==> src/rtl/bbox_iterator.sv <==
// Walks a latched, sample-aligned bounding box in raster order, emitting one
// candidate sample point per unhalted cycle together with its triangle and color.
module bbox_iterator #(
    parameter int SIGFIG = 24,
    parameter int RADIX  = 10,
    parameter int VERTS  = 3,
    parameter int AXIS   = 3,
    parameter int COLORS = 3
) (
    input  logic                           clk,
    input  logic                           rst_n,
    input  logic [VERTS*AXIS*SIGFIG-1:0]   tri_i,
    input  logic [COLORS*SIGFIG-1:0]       color_i,
    input  logic                           validTri_i,
    input  logic [4*SIGFIG-1:0]            box_i,
    input  logic [3:0]                     subSample_i,
    input  logic                           halt_i,
    output logic                           halt_o,
    output logic [VERTS*AXIS*SIGFIG-1:0]   tri_o,
    output logic [COLORS*SIGFIG-1:0]       color_o,
    output logic [2*SIGFIG-1:0]            sample_o,
    output logic                           validSamp_o
);

    localparam logic [SIGFIG-1:0] STEP_1PX = {{(SIGFIG-1){1'b0}}, 1'b1} << RADIX;

    // halt_o is the externally visible view of this state register.
    typedef enum logic {
        WAIT = 1'b0,
        TEST = 1'b1
    } state_t;

    state_t state, state_next;

    logic [SIGFIG-1:0] ll_x, ll_y, ur_x, ur_y;
    logic [SIGFIG-1:0] samp_x, samp_y, step, step_sel;
    logic signed [SIGFIG:0] x_inc, y_inc, ur_x_ext, ur_y_ext;
    logic x_fits, y_fits, accept;

    always_comb begin
        unique case (subSample_i)
            4'b0100: step_sel = STEP_1PX >> 1;
            4'b0010: step_sel = STEP_1PX >> 2;
            4'b0001: step_sel = STEP_1PX >> 3;
            default: step_sel = STEP_1PX;
        endcase
    end

    // One extra bit keeps x+step / y+step from wrapping near the top of the range.
    assign x_inc    = $signed({samp_x[SIGFIG-1], samp_x}) + $signed({step[SIGFIG-1], step});
    assign y_inc    = $signed({samp_y[SIGFIG-1], samp_y}) + $signed({step[SIGFIG-1], step});
    assign ur_x_ext = $signed({ur_x[SIGFIG-1], ur_x});
    assign ur_y_ext = $signed({ur_y[SIGFIG-1], ur_y});
    assign x_fits   = (x_inc <= ur_x_ext);
    assign y_fits   = (y_inc <= ur_y_ext);
    assign accept   = (state == WAIT) && validTri_i && !halt_i;

    always_ff @(posedge clk or negedge rst_n) begin
        if (!rst_n) state <= WAIT;
        else        state <= state_next;
    end

    always_comb begin
        state_next = state;
        unique case (state)
            WAIT:    if (accept) state_next = TEST;
            TEST:    if (!halt_i && !x_fits && !y_fits) state_next = WAIT;
            default: state_next = WAIT;
        endcase
    end

    always_comb begin
        halt_o = (state == TEST);
    end

    always_ff @(posedge clk or negedge rst_n) begin
        if (!rst_n) begin
            tri_o       <= '0;
            color_o     <= '0;
            ll_x        <= '0;
            ll_y        <= '0;
            ur_x        <= '0;
            ur_y        <= '0;
            step        <= '0;
            samp_x      <= '0;
            samp_y      <= '0;
            validSamp_o <= 1'b0;
        end else if (accept) begin
            tri_o       <= tri_i;
            color_o     <= color_i;
            ll_x        <= box_i[0*SIGFIG +: SIGFIG];
            ll_y        <= box_i[1*SIGFIG +: SIGFIG];
            ur_x        <= box_i[2*SIGFIG +: SIGFIG];
            ur_y        <= box_i[3*SIGFIG +: SIGFIG];
            step        <= step_sel;
            samp_x      <= box_i[0*SIGFIG +: SIGFIG];
            samp_y      <= box_i[1*SIGFIG +: SIGFIG];
            validSamp_o <= 1'b1;
        end else if (state == TEST && !halt_i) begin
            if (x_fits) begin
                samp_x <= x_inc[SIGFIG-1:0];
            end else if (y_fits) begin
                samp_x <= ll_x;
                samp_y <= y_inc[SIGFIG-1:0];
            end else begin
                validSamp_o <= 1'b0;
            end
        end
    end

    assign sample_o = {samp_y, samp_x};

endmodule

==> config.mk <==
export PLATFORM = sky130hd
export DESIGN_NAME = bbox_iterator
export DESIGN_NICKNAME = d
export VERILOG_FILES = /design/src/rtl/bbox_iterator.sv
export SDC_FILE = /design/constraint.sdc
export NUM_CORES = 1
export LEC_CHECK = 0
export CORE_AREA = 2 2 284 286
export DETAILED_ROUTE_END_ITERATION = 16
export DIE_AREA = 0 0 286 288
export SYNTH_ARGS = -nofsm -noshare
export SYNTH_HDL_FRONTEND = slang
export SYNTH_SLANG_ARGS = --single-unit
==> constraint.sdc <==
create_clock -name clk -period 4.4 [get_ports clk]
set_input_delay 0.66 -clock clk [delete_from_list [all_inputs] [get_ports clk]]
set_output_delay 0.66 -clock clk [all_outputs]
set_load 0.02 [all_outputs]
======== Word-level counts from Yosys, hierarchy flattened ========
Index checks and enable logic that the tools add are counted.
Widths: inputs -> output; s select.
storage, ports and cells
  flip-flop bits (word level) ............. 421
  input port bits ......................... 392
  output and inout bits ................... 338
  logic and storage cells ................. 50
operators by class
  add/subtract/negate cells ............... 2
  $lt $le $gt $ge ......................... 2
  equality and inequality tests ........... 5
  muxes and demuxes ....................... 16
  bitwise gates (word level) .............. 1
  reductions and logical operators ........ 14
operator list
  operator            count
  $mux 24             8
  $add 24x12->25      2
  $le 25x24->1        2
  $pmux 11 s3         1
  $mux 1              6
  $reduce_and 3->1    2
  $logic_and 1x1->1   5
  $eq 4x1->1 const B  1
  $eq 4x2->1 const B  1
  $eq 4x3->1 const B  1
  $ne 2x1->1 const B  2
  $reduce_bool 2->1   2
  $logic_not 1->1     3
  $reduce_bool 3->1   1
  $pmux 1 s2          1
  $reduce_and 2->1    1
  $not 1->1           1

======== Logic depth before layout (Yosys ltp) ========
  word-level depth ........................ 7
  mapped depth ............................ 18
  depth with buffers taken out ............ 16

======== Worst setup path after synthesis ========
No wires, ideal clock.
  path kind ............................... register to register
  from .................................... reg samp_y[7]
  to ...................................... reg samp_x[18]
  setup time .............................. 0.066 ns
  data arrival time ....................... 4.338 ns
  slack ................................... -0.004 ns
  stages on the path, launching flop included .. 17
  period minus slack after synthesis ...... 4.404 ns
  path through ............................ dfrtp_1 -> ha_1 -> fa_1 -> a21o_1 -> a21o_1 -> and4_1 -> and3_1 -> and3_1 -> xor2_1 -> ha_1 -> nand2_1 -> or4_1 -> a311oi_1 -> o21ai_0 -> o31ai_2 -> buf_2 -> a221o_1
on the way
  word-level cells in the longest chain between the ends .. 4
ends and longest elaborated chain
  what                         RTL line  source
  start: declaration           36        logic [SIGFIG-1:0] samp_x, samp_y, step, step_sel;
  start signal: assignment     97        samp_y <= box_i[1*SIGFIG +: SIGFIG];
  start signal: assignment     104       samp_y <= y_inc[SIGFIG-1:0];
  $add 24x12->25               51        assign y_inc = $signed({samp_y[SIGFIG-1], samp_y}) + $signed({step[SIGFIG-1], step});
  $le 25x24->1                 55        assign y_fits = (y_inc <= ur_y_ext);
  $reduce_bool 3->1 (no line)  --
  $reduce_and 2->1 (no line)   --
  end signal: assignment       96        samp_x <= box_i[0*SIGFIG +: SIGFIG];
  end signal: assignment       101       samp_x <= x_inc[SIGFIG-1:0];
  end signal: assignment       103       samp_x <= ll_x;
  end: declaration             36
No other way between the ends.
A chain may end at the register's enable or synchronous reset.

======== Worst setup path after layout ========
  from .................................... reg samp_y[7]
  to ...................................... reg samp_x[7]
Same word-level chain as after synthesis.

==> flow_summary.rst <==
.. list-table::
   :header-rows: 1

   * - Metric
     - Value
   * - Area of the mapped netlist
     - 18000 µm²
   * - PnR Total Power
     - 22.0 mW
   * - CTS tree
     - built
   * - Clock Power Share
     - 21.4%
   * - Maximum fanout encountered on the critical timing path
     - 8
   * - Placement-stage worst setup slack
     - 0.0560 ns
   * - Crit path launch type
     - flip-flop
   * - Highest Clock Rate
     - 232 MHz
   * - Final critical-path required period
     - 4.31 ns
   * - Seq/Total Area, Yosys
     - 57.5%
   * - Total number of vias
     - 16552
   * - Boundary pin count
     - 730
   * - Primary FF master, synth
     - sky130_fd_sc_hd__dfrtp_1
   * - Wire length of the first global-routing pass
     - 107 mm
   * - Share of final-layout standard cells stronger than drive strength 1
     - 6.91%
   * - Leakage component of the power
     - 13.6 nW
   * - Clk_skew
     - 0.0244 ns
   * - Layout Utilization
     - 36.5%
   * - Class of the worst hold path
     - input port to async pin
   * - Vertical die dimension
     - 288 µm
   * - Result of the run
     - completed
   * - Detail Placement HPWL
     - 55.0 mm
   * - Final sum of negative setup slack
     - 0 ns
   * - Placeable core region
     - 79600 µm²
   * - Post-synthesis net count
     - 2478
   * - Slew @ Worst Pin
     - 0.787 ns
   * - Area growth from synthesis to final layout
     - 61.3%
   * - Worst-path clk slew
     - 0.06 ns
   * - First-pass detailed-route iteration total
     - 5
   * - Setup ws final
     - 0.0926 ns
   * - Part of the total power dissipated in sequential elements
     - 30.1%
   * - Placed insts
     - 3770
   * - Library cells used by synthesis
     - 57
   * - Number of levels in the clock H-tree
     - 2
   * - Count of hold-fix buffers inserted at cts
     - 0
   * - Input/output buffers
     - 729
   * - Bufs on Longest Clock Path
     - 3
   * - Initial antenna violation count
     - 14
   * - Average via count per standard cell
     - 4.26
   * - Total routing usage reported by global routing
     - 17.1%
   * - CP Class
     - flip-flop to flip-flop
   * - Hold Fails Final Rpt
     - 0
   * - Data required time of the critical path
     - 4.88 ns
   * - Sort of element at the end of the critical path
     - flip-flop
   * - Fin. max-slew vios
     - 0
   * - Number of clock sinks
     - 414
   * - Total of warnings raised by yosys
     - 0
   * - Total global routing overflow
     - 0
   * - Data arrival time of the critical path
     - 4.78 ns
   * - Fin cells
     - 3885
   * - Async S/R FF share, synth
     - 100%
   * - Critical R2R Launch
     - samp_y[7]$_DFFE_PN0P_
   * - DRT antenna net count
     - 0
   * - Maximum vdd ir drop
     - 0.000361 V
   * - TritonCTS Buffers
     - 51
   * - Die outline area
     - 82400 µm²
   * - Number of cells produced by synthesis
     - 2026
   * - Post-route cell area
     - 29100 µm²
   * - Relative slew margins
     - 47.5%
   * - Core Rows
     - 104
   * - Internal Pwr Total
     - 13.3 mW
   * - Final hold slack
     - 0.0796 ns
   * - DRT iter0 DRCs
     - 1098
   * - Destination of the worst register-to-register timing path
     - samp_x[7]$_DFFE_PN0P_
   * - Starting density of the core
     - 22.6%
   * - Max Cap Viol
     - 0
   * - Avg WL per Cell
     - 18.9 µm
   * - FILL cells
     - 8123
   * - Via count of the first global-routing pass
     - 16236
   * - Share of total power in combinational logic
     - 48.5%
   * - Total power per unit cell area
     - 759 nW/µm²
   * - Remaining design rule violation count
     - 0
   * - Finish-stage setup viols
     - 0
   * - Placer's final routability congestion estimate
     - 0.837
   * - Final critical-path share of the clock period
     - 97.9%
   * - Critical Path Source
     - samp_y[7]$_DFFE_PN0P_
   * - Post-synthesis average cell area
     - 8.89 µm²
   * - Root buffer cell
     - sky130_fd_sc_hd__clkbuf_16
   * - Post-detailed-routing wire length
     - 73.5 mm
   * - Die X
     - 286 µm
   * - Register-to-Register Setup Slack
     - 0.09 ns
   * - Switching power total
     - 8.75 mW
   * - Number of enable-type register cells in the synthesized netlist
     - 0
   * - Switching portion of total power
     - 39.7%
   * - Total of flip-flops plus latches after synthesis
     - 414
   * - Total cell area at the placement stage
     - 26900 µm²
   * - Number of nets in the layout
     - 3231
   * - Register-to-Register Path Depth
     - 17
   * - Clock latency reported for the late side of the worst-skew pair
     - 0.60 ns
   * - Pin count of the biggest net entering global routing
     - 119
worst max path at each step:
stage,endpoint,slack [ns],cells past startpoint
2_1_floorplan,samp_y[15]$_DFFE_PN0P_,0.005,17
3_3_place_gp,samp_y[12]$_DFFE_PN0P_,0.03,17
3_5_place_dp,samp_x[19]$_DFFE_PN0P_,0.06,17
4_1_cts,samp_x[19]$_DFFE_PN0P_,0.007,17
5_1_grt,samp_x[7]$_DFFE_PN0P_,-0.03,17
6_report,samp_x[7]$_DFFE_PN0P_,0.09,17
cell families after synthesis:
group / Yosys count / synth area share, %
flops: 414 / 57.5
compound gates: 212 / 8.27
buf+inv: 171 / 3.65
xor+xnor: 29 / 1.41
fa+ha+maj: 60 / 4.25
simple gates: 1140 / 24.9
area by class of cell:
type                    count  area (µm²)  area share [%]
flip-flops and latches    414       10400            35.6
multi-input cells        1441        7110            24.5
diodes                      5        12.5          0.0430
clock inverters            30         437            1.50
well taps                1060        1330            4.56
clock buffers              64        1440            4.95
inverters                  65         244           0.839
repair buffers            806        8130            28.0
synthesized netlist by cell type, drive strengths merged, types with 14 or more instances:
cell,n,area [µm²]
nand2,1031,3870
o31ai,14,110
inv,65,244
o21ai,70,362
nand3,14,70.1
a21oi,23,115
clkbuf,95,357
a221o,16,161
xor2,17,149
ha,58,726
dfrtp,414,10400
a32o,15,150
o211ai,21,171
nand4,15,93.8
nor2,38,150
flip-flops by register name, summed over array words and instances, names as in the netlist:
register     count
ur_y            24
color_o         72
validSamp_o      1
ur_x            24
tri_o          216
samp_x          24
halt_o           1
samp_y          24
step             4
ll_x            24
repair_timing:
item | 4_1_cts | 5_1_grt
resized for setup | 0 | 23
buffers inserted | 0 | 12
endpoints found under the setup margin | 0 | 43
cells in the final DEF (no fill, tap or decap), drive strengths merged, types with 3 or more instances in the layout:
master and instances:
o21ai 70, nor2b 4, xnor2 12, dfrtp 414, nor4bb 3, bufinv 10, clkdlybuf4s50 728, o31ai 14
clkinvlp 7, o41ai 3, and3 5, o21a 4, a221o 16, inv 66, a32o 15, nand2 1031
nand4b 4, diode 5, nor2 38, nor3 3, a21o 10, buf 74, o211ai 21, xor2 17
or4 13, nand3 14, a31oi 13, clkinv 12, nand4 15, nand2b 4, a21oi 23, ha 58
clkbuf 68
critical path, cell delays in order, from the launching register on:
cell and delay, ns:
sky130_fd_sc_hd__dfrtp_1 0.39, sky130_fd_sc_hd__ha_2 0.20, sky130_fd_sc_hd__fa_2 0.35, sky130_fd_sc_hd__a21o_1 0.16, sky130_fd_sc_hd__a21o_1 0.19, sky130_fd_sc_hd__and4_1 0.20
sky130_fd_sc_hd__and3_4 0.18, sky130_fd_sc_hd__and3_4 0.18, sky130_fd_sc_hd__xor2_1 0.14, sky130_fd_sc_hd__ha_1 0.29, sky130_fd_sc_hd__nand2_1 0.07, sky130_fd_sc_hd__or4_4 0.57
sky130_fd_sc_hd__a311oi_2 0.23, sky130_fd_sc_hd__o21a_2 0.29, sky130_fd_sc_hd__buf_12 0.15, sky130_fd_sc_hd__nor2_4 0.06, sky130_fd_sc_hd__clkbuf_16 0.18, sky130_fd_sc_hd__a221o_1 0.35
power groups by stage:
stage          clock network (mW)  logic [mW]  registers, mW
3_3_place_gp                    0        10.3           6.64
5_1_grt                      5.00        11.6           6.87
2_1_floorplan                   0        3.46           8.32
6_report                     4.72        10.7           6.64
3_5_place_dp                    0        10.4           6.68
4_1_cts                      4.86        10.4           6.64
layer usage:
layer,track usage [%],up-vias,wire (µm)
li1,-,8048,-
met2,27.5,483,34700
met1,22.3,7901,31600
met3,5.46,104,5510
met4,4.21,16,1490
met5,0,-,105
(Power assumes the default switching activity.)
